File: src/rtl/pipe_pkg.sv
// Shared pipeline package: stage payload structs, widths, helpers.
// Exports PAYLOAD_W_DEF, word_t, aluop_t, *_t stage bundles, HALT_BIT_*.
package pipe_pkg;

    localparam int PAYLOAD_W_DEF = 128;
    localparam int XLEN          = 32;

    typedef logic [XLEN-1:0] word_t;

    typedef enum logic [3:0] {
        ALU_ADD, ALU_SUB, ALU_AND, ALU_OR,
        ALU_XOR, ALU_SLL, ALU_SRL, ALU_SRA,
        ALU_SLT, ALU_SLTU, ALU_PASS
    } aluop_t;

    // halt sits in the LSB of every bundle
    typedef struct packed {
        word_t pc;
        word_t instr;
        logic  halt;
    } if_id_t;

    typedef struct packed {
        word_t      pc;
        word_t      rs1_val;
        word_t      rs2_val;
        word_t      imm;
        aluop_t     aluop;
        logic [4:0] rd;
        logic       reg_we;
        logic       mem_re;
        logic       mem_we;
        logic       halt;
    } id_ex_t;

    typedef struct packed {
        word_t      alu_res;
        word_t      store_val;
        logic [4:0] rd;
        logic       reg_we;
        logic       mem_re;
        logic       mem_we;
        logic       halt;
    } ex_mem_t;

    typedef struct packed {
        word_t      wb_val;
        logic [4:0] rd;
        logic       reg_we;
        logic       halt;
    } mem_wb_t;

    localparam int IF_ID_W  = $bits(if_id_t);
    localparam int ID_EX_W  = $bits(id_ex_t);
    localparam int EX_MEM_W = $bits(ex_mem_t);
    localparam int MEM_WB_W = $bits(mem_wb_t);

    localparam int HALT_BIT_IF_ID  = 0;
    localparam int HALT_BIT_ID_EX  = 0;
    localparam int HALT_BIT_EX_MEM = 0;
    localparam int HALT_BIT_MEM_WB = 0;

    // pointer width; a single-entry ring still needs a 1-bit index
    function automatic int ptr_w(input int depth);
        return (depth > 1) ? $clog2(depth) : 1;
    endfunction

endpackage

File: src/rtl/pipe_ring.sv
// In-order circular store: DEPTH x W entries with rp/wp/count.
// Ports: clk, rst, clr, push, pop, wdata in; head, count out.
module pipe_ring
    import pipe_pkg::*;
#(
    parameter  int W        = PAYLOAD_W_DEF,
    parameter  int DEPTH    = 2,
    parameter  bit ZERO_CLR = 1'b1,
    localparam int CW       = $clog2(DEPTH + 1)
) (
    input  logic          clk,
    input  logic          rst,
    input  logic          clr,
    input  logic          push,
    input  logic          pop,
    input  logic [W-1:0]  wdata,
    output logic [W-1:0]  head,
    output logic [CW-1:0] count
);

    localparam int             PW   = ptr_w(DEPTH);
    localparam logic [PW-1:0]  LAST = PW'(DEPTH - 1);

    logic [W-1:0]  mem_q [DEPTH];
    logic [PW-1:0] rp_q, rp_d;
    logic [PW-1:0] wp_q, wp_d;
    logic [CW-1:0] cnt_q, cnt_d;

    // explicit wrap so DEPTH=3 goes 2 -> 0
    function automatic logic [PW-1:0] inc(input logic [PW-1:0] p);
        return (p == LAST) ? '0 : p + 1'b1;
    endfunction

    always_comb begin
        rp_d  = rp_q;
        wp_d  = wp_q;
        cnt_d = cnt_q;
        if (pop)
            rp_d = inc(rp_q);
        if (push)
            wp_d = inc(wp_q);
        case ({push, pop})
            2'b10:   cnt_d = cnt_q + 1'b1;
            2'b01:   cnt_d = cnt_q - 1'b1;
            default: cnt_d = cnt_q;
        endcase
    end

    always_ff @(posedge clk) begin
        if (rst) begin
            rp_q  <= '0;
            wp_q  <= '0;
            cnt_q <= '0;
            for (int i = 0; i < DEPTH; i++)
                mem_q[i] <= '0;
        end else if (clr) begin
            rp_q  <= '0;
            wp_q  <= '0;
            cnt_q <= '0;
            if (ZERO_CLR)
                for (int i = 0; i < DEPTH; i++)
                    mem_q[i] <= '0;
        end else begin
            rp_q  <= rp_d;
            wp_q  <= wp_d;
            cnt_q <= cnt_d;
            if (push)
                mem_q[wp_q] <= wdata;
        end
    end

    assign head  = mem_q[rp_q];
    assign count = cnt_q;

endmodule

File: src/rtl/pipe_stage_buf.sv
// Elastic stage buffer: valid/ready both sides, freeze, flush, halt.
// Ports: CLK, RST, in_*, out_*, freeze, flush, count, halt_seen.
module pipe_stage_buf
    import pipe_pkg::*;
#(
    parameter  int PAYLOAD_W     = PAYLOAD_W_DEF,
    parameter  int DEPTH         = 2,
    parameter  int ZERO_ON_FLUSH = 1,
    parameter  int HALT_BIT      = 0,
    localparam int CW            = $clog2(DEPTH + 1)
) (
    input  logic                 CLK,
    input  logic                 RST,
    input  logic                 in_valid,
    output logic                 in_ready,
    input  logic [PAYLOAD_W-1:0] in_data,
    output logic                 out_valid,
    input  logic                 out_ready,
    output logic [PAYLOAD_W-1:0] out_data,
    input  logic                 freeze,
    input  logic                 flush,
    output logic [CW-1:0]        count,
    output logic                 halt_seen
);

    localparam logic [CW-1:0] FULL = CW'(DEPTH);

    logic                 push, pop;
    logic                 halt_q, halt_d;
    logic [PAYLOAD_W-1:0] head;

    // reset, flush and freeze all block both handshakes
    assign in_ready  = (count < FULL) & ~freeze & ~flush & ~RST;
    assign out_valid = (count != '0);
    assign push      = in_valid & in_ready;
    assign pop       = out_valid & out_ready & ~freeze & ~flush & ~RST;

    pipe_ring #(
        .W        (PAYLOAD_W),
        .DEPTH    (DEPTH),
        .ZERO_CLR (ZERO_ON_FLUSH != 0)
    ) u_ring (
        .clk   (CLK),
        .rst   (RST),
        .clr   (flush),
        .push  (push),
        .pop   (pop),
        .wdata (in_data),
        .head  (head),
        .count (count)
    );

    assign out_data = (out_valid || ZERO_ON_FLUSH == 0) ? head : '0;

    assign halt_d = halt_q | (push & in_data[HALT_BIT]);

    always_ff @(posedge CLK) begin
        if (RST)
            halt_q <= 1'b0;
        else
            halt_q <= halt_d;
    end

    assign halt_seen = halt_q;

endmodule

File: config.mk
export PLATFORM = sky130hd
export DESIGN_NAME = pipe_stage_buf
export DESIGN_NICKNAME = d
export VERILOG_FILES = /design/src/rtl/pipe_pkg.sv /design/src/rtl/pipe_ring.sv /design/src/rtl/pipe_stage_buf.sv
export SDC_FILE = /design/constraint.sdc
export NUM_CORES = 1
export LEC_CHECK = 0
export CAP_MARGIN = 0
export CELL_PAD_IN_SITES_DETAIL_PLACEMENT = 1
export CELL_PAD_IN_SITES_GLOBAL_PLACEMENT = 2
export CORE_ASPECT_RATIO = 0.6
export CORE_MARGIN = 2
export CORE_UTILIZATION = 46
export CTS_CLUSTER_SIZE = 20
export DETAILED_ROUTE_END_ITERATION = 8
export DONT_BUFFER_PORTS = 1
export PLACE_DENSITY = 0.89
export SETUP_SLACK_MARGIN = 0.1
export SLEW_MARGIN = 20
export SYNTH_ARGS = -nofsm -noshare
export SYNTH_HDL_FRONTEND = slang
export SYNTH_SLANG_ARGS = --single-unit
File: constraint.sdc
create_clock -name CLK -period 29.3 [get_ports CLK]
set_clock_uncertainty 0.1 [all_clocks]
set_input_delay 2.93 -clock CLK [delete_from_list [all_inputs] [get_ports CLK]]
set_output_delay 2.93 -clock CLK [all_outputs]
set_load 0.01 [all_outputs]
==> impl_metrics.json <==
{
  "status": "completed",
  "vias_per_cell": 5.29,
  "wl_um": 26100,
  "clk_path_buf_depth": 3,
  "die_y_um": 127,
  "final_layout_size_suffix_gt1_share_pct": 7.38,
  "ctsHoldBuffers": 0,
  "start_util_pct": 46.5,
  "place.gp.congestion": 0.733,
  "p_leak_uw": 0.00453,
  "placement.cell_area_um2": 11900,
  "finalSetupTns_ns": 0,
  "hold_violations": 0,
  "synth_top_family_by_area": "simple AND/OR/NAND/NOR gates",
  "rsz0062_at_grt": "false",
  "layout_setup_ws_ns": 22.64,
  "drc": 0,
  "die_area_um2": 26600,
  "ios": 267,
  "dr.first_iter.drc_count": 271,
  "synth_warnings": 0,
  "grt_pass1_wl_um": 39600,
  "startpoint_type": "input port",
  "top_usage_layer": "met2",
  "pre_cts_ws_ns": 22.64,
  "max_slew_margin_pct": 36.2,
  "path_class": "in2out",
  "cp_top_family": "simple AND/OR/NAND/NOR gates",
  "cts.sinks": 262,
  "cp.arrival_ns": 3.63,
  "io_buffers": 0,
  "maxCapViolCount": 0,
  "synth_cell_types": 23,
  "max_stage_delay_ns": 0.54,
  "placed_cells": 1148,
  "cts-htree-levels": 1,
  "cts_resized": 0,
  "design_area_um2": 12900,
  "wire_per_inst_um": 21.7,
  "cp_max_fo": 3,
  "root_buffer": "clkbuf_16",
  "cp.required_ns": 26.27,
  "min_path_type": "reg2reg",
  "clock_latency_ns": 0.53,
  "met2_usage_pct": 32.7,
  "synth_adder_area_share_pct": 0.107,
  "cp-end-kind": "output port",
  "period_needed_ns": 6.66,
  "synth_compound_area_share_pct": 0.344,
  "grt_antenna_before_repair": 2,
  "nets": 982,
  "core_area_um2": 25100,
  "grt-ovfl-total": 0,
  "power_density_nw_per_um2": 64.1,
  "synth-simple-area-share_pct": 18.7,
  "met1_usage_pct": 23.4,
  "fin_cells": 1200,
  "die-width_um": 209,
  "syn_nets": 994,
  "ys_seq_area_share_pct": 67.1,
  "synth-seq-cells": 262,
  "cpMaxStageDelayCell": "or4_4",
  "drv_slew": 0,
  "cts_setup_buffers": 0,
  "synthMuxAreaShare_pct": 11.1,
  "met3_usage_pct": 7.79,
  "fillCellCount": 2445,
  "timing.fmax_mhz": 150,
  "drtAntennaViolNets": 0,
  "fin_crit_sh_pct": 22.7,
  "netlist_area_um2": 11600,
  "grt_max_degree": 84,
  "rows": 45,
  "worstMarginPinSlew_ns": 0.958,
  "via_count": 6345,
  "area_growth_syn_to_layout_pct": 10.6,
  "path_clk_slew_ns": 0.06,
  "crit_chain": "or4_4, inv_1",
  "postSynthAreaPerCell_um2": 13.6,
  "fin_hold_ws_ns": 0.414,
  "syn_inst": 859,
  "dpl.hpwl_um": 16200,
  "cts_tree": "built",
  "cts_made_buffers": 26,
  "drt_first_pass_iters": 4,
  "grt_pass1_vias": 6673,
  "critPathBufInv": 1,
  "setup_violations": 0,
  "track_usage_pct": 19.4,
  "synthXorXnorAreaFrac_pct": 0.150,
  "ir_worst_vdd_v": 0.0000386
}
## registers in the layout, summed over array words and instances, names as in the netlist, named ones only
register      flops
u_ring.rp_q       1
u_ring.wp_q       1
u_ring.mem_q    256
u_ring.count      2
halt_seen         1
## cells in the mapped netlist
| library cell | instances | area, µm² |
|---|---|---|
| nand2_1 | 2 | 7.51 |
| xor2_1 | 1 | 8.76 |
| ha_1 | 1 | 12.5 |
| inv_1 | 5 | 18.8 |
| buf_1 | 1 | 3.75 |
| nand2b_1 | 1 | 6.26 |
| nand3_1 | 1 | 5.00 |
| xnor2_1 | 1 | 8.76 |
| edfxtp_1 | 256 | 7690 |
| o21ai_0 | 5 | 25.0 |
| clkbuf_1 | 33 | 124 |
| buf_6 | 8 | 90.1 |
| nor2_1 | 133 | 499 |
| nor3_4 | 2 | 32.5 |
| dfxtp_1 | 6 | 120 |
| or2_2 | 1 | 6.26 |
| and2_1 | 254 | 1590 |
| nor3_1 | 1 | 5.00 |
| mux2i_1 | 129 | 1290 |
| or3_1 | 2 | 12.5 |
| buf_2 | 12 | 60.1 |
| or4_4 | 1 | 11.3 |
| a21oi_1 | 3 | 15.0 |
## where the power goes
group | switching, µW | total [µW] | internal (µW) | leakage [µW]
Sequential | 5.17 | 434 | 429 | 0.00290
Clock | 140 | 369 | 229 | 0.000471
Combinational | 16.0 | 22.9 | 6.97 | 0.00116
## metrics by stage
step	utilization (%)	power (µW)
finish	51.4	826
global placement	47.5	463
detailed placement	47.5	466
CTS	51.4	835
floorplan	-	463
global route	51.4	850
## cell type report
class	count	area, µm²	area share, %
flip-flops and latches	262	7810	60.7
multi-input cells	538	3570	27.7
clock buffers	34	732	5.68
well taps	329	412	3.20
clock inverters	14	221	1.72
repair buffers	14	105	0.816
inverters	5	18.8	0.146
diodes	4	10.0	0.0777
## logic make-up after synthesis
group	after synthesis
and+or+nand+nor	398
DFF	262
muxes	129
buffers and inverters	59
AOI/OAI and AO/OA	8
xor gates and xnor gates	2
adders and majority gates	1
## layout by cell type (no fill, tap or decap), types with 5 or more instances in the layout
master and instances:
clkinv_2 5, edfxtp_1 256, inv_1 5, nor2_1 132
bufinv_16 6, and2_1 254, buf_4 14, mux2i_1 129
dfxtp_1 5, clkbuf_16 27
## path summary, 6_finish.rpt
| check | end | start | depth (start not counted) | slack, ns |
|---|---|---|---|---|
| worst min-delay path | flip-flop | u_ring.rp_q | 2 | 0.41 |
| worst min register to register | flip-flop | u_ring.rp_q | 2 | 0.41 |
| worst max register to register | u_ring.mem_q[0][48] | u_ring.count[1] | 6 | 26.09 |
| worst max-delay path | in_ready | freeze | 2 | 22.64 |
## metal layers
metal | vias up | wire (µm)
met5 | - | 0
met4 | 0 | 549
met3 | 36 | 2220
met2 | 158 | 12700
met1 | 3209 | 10600
li1 | 2942 | -
Note: power is estimated with default switching activity, not from simulation.
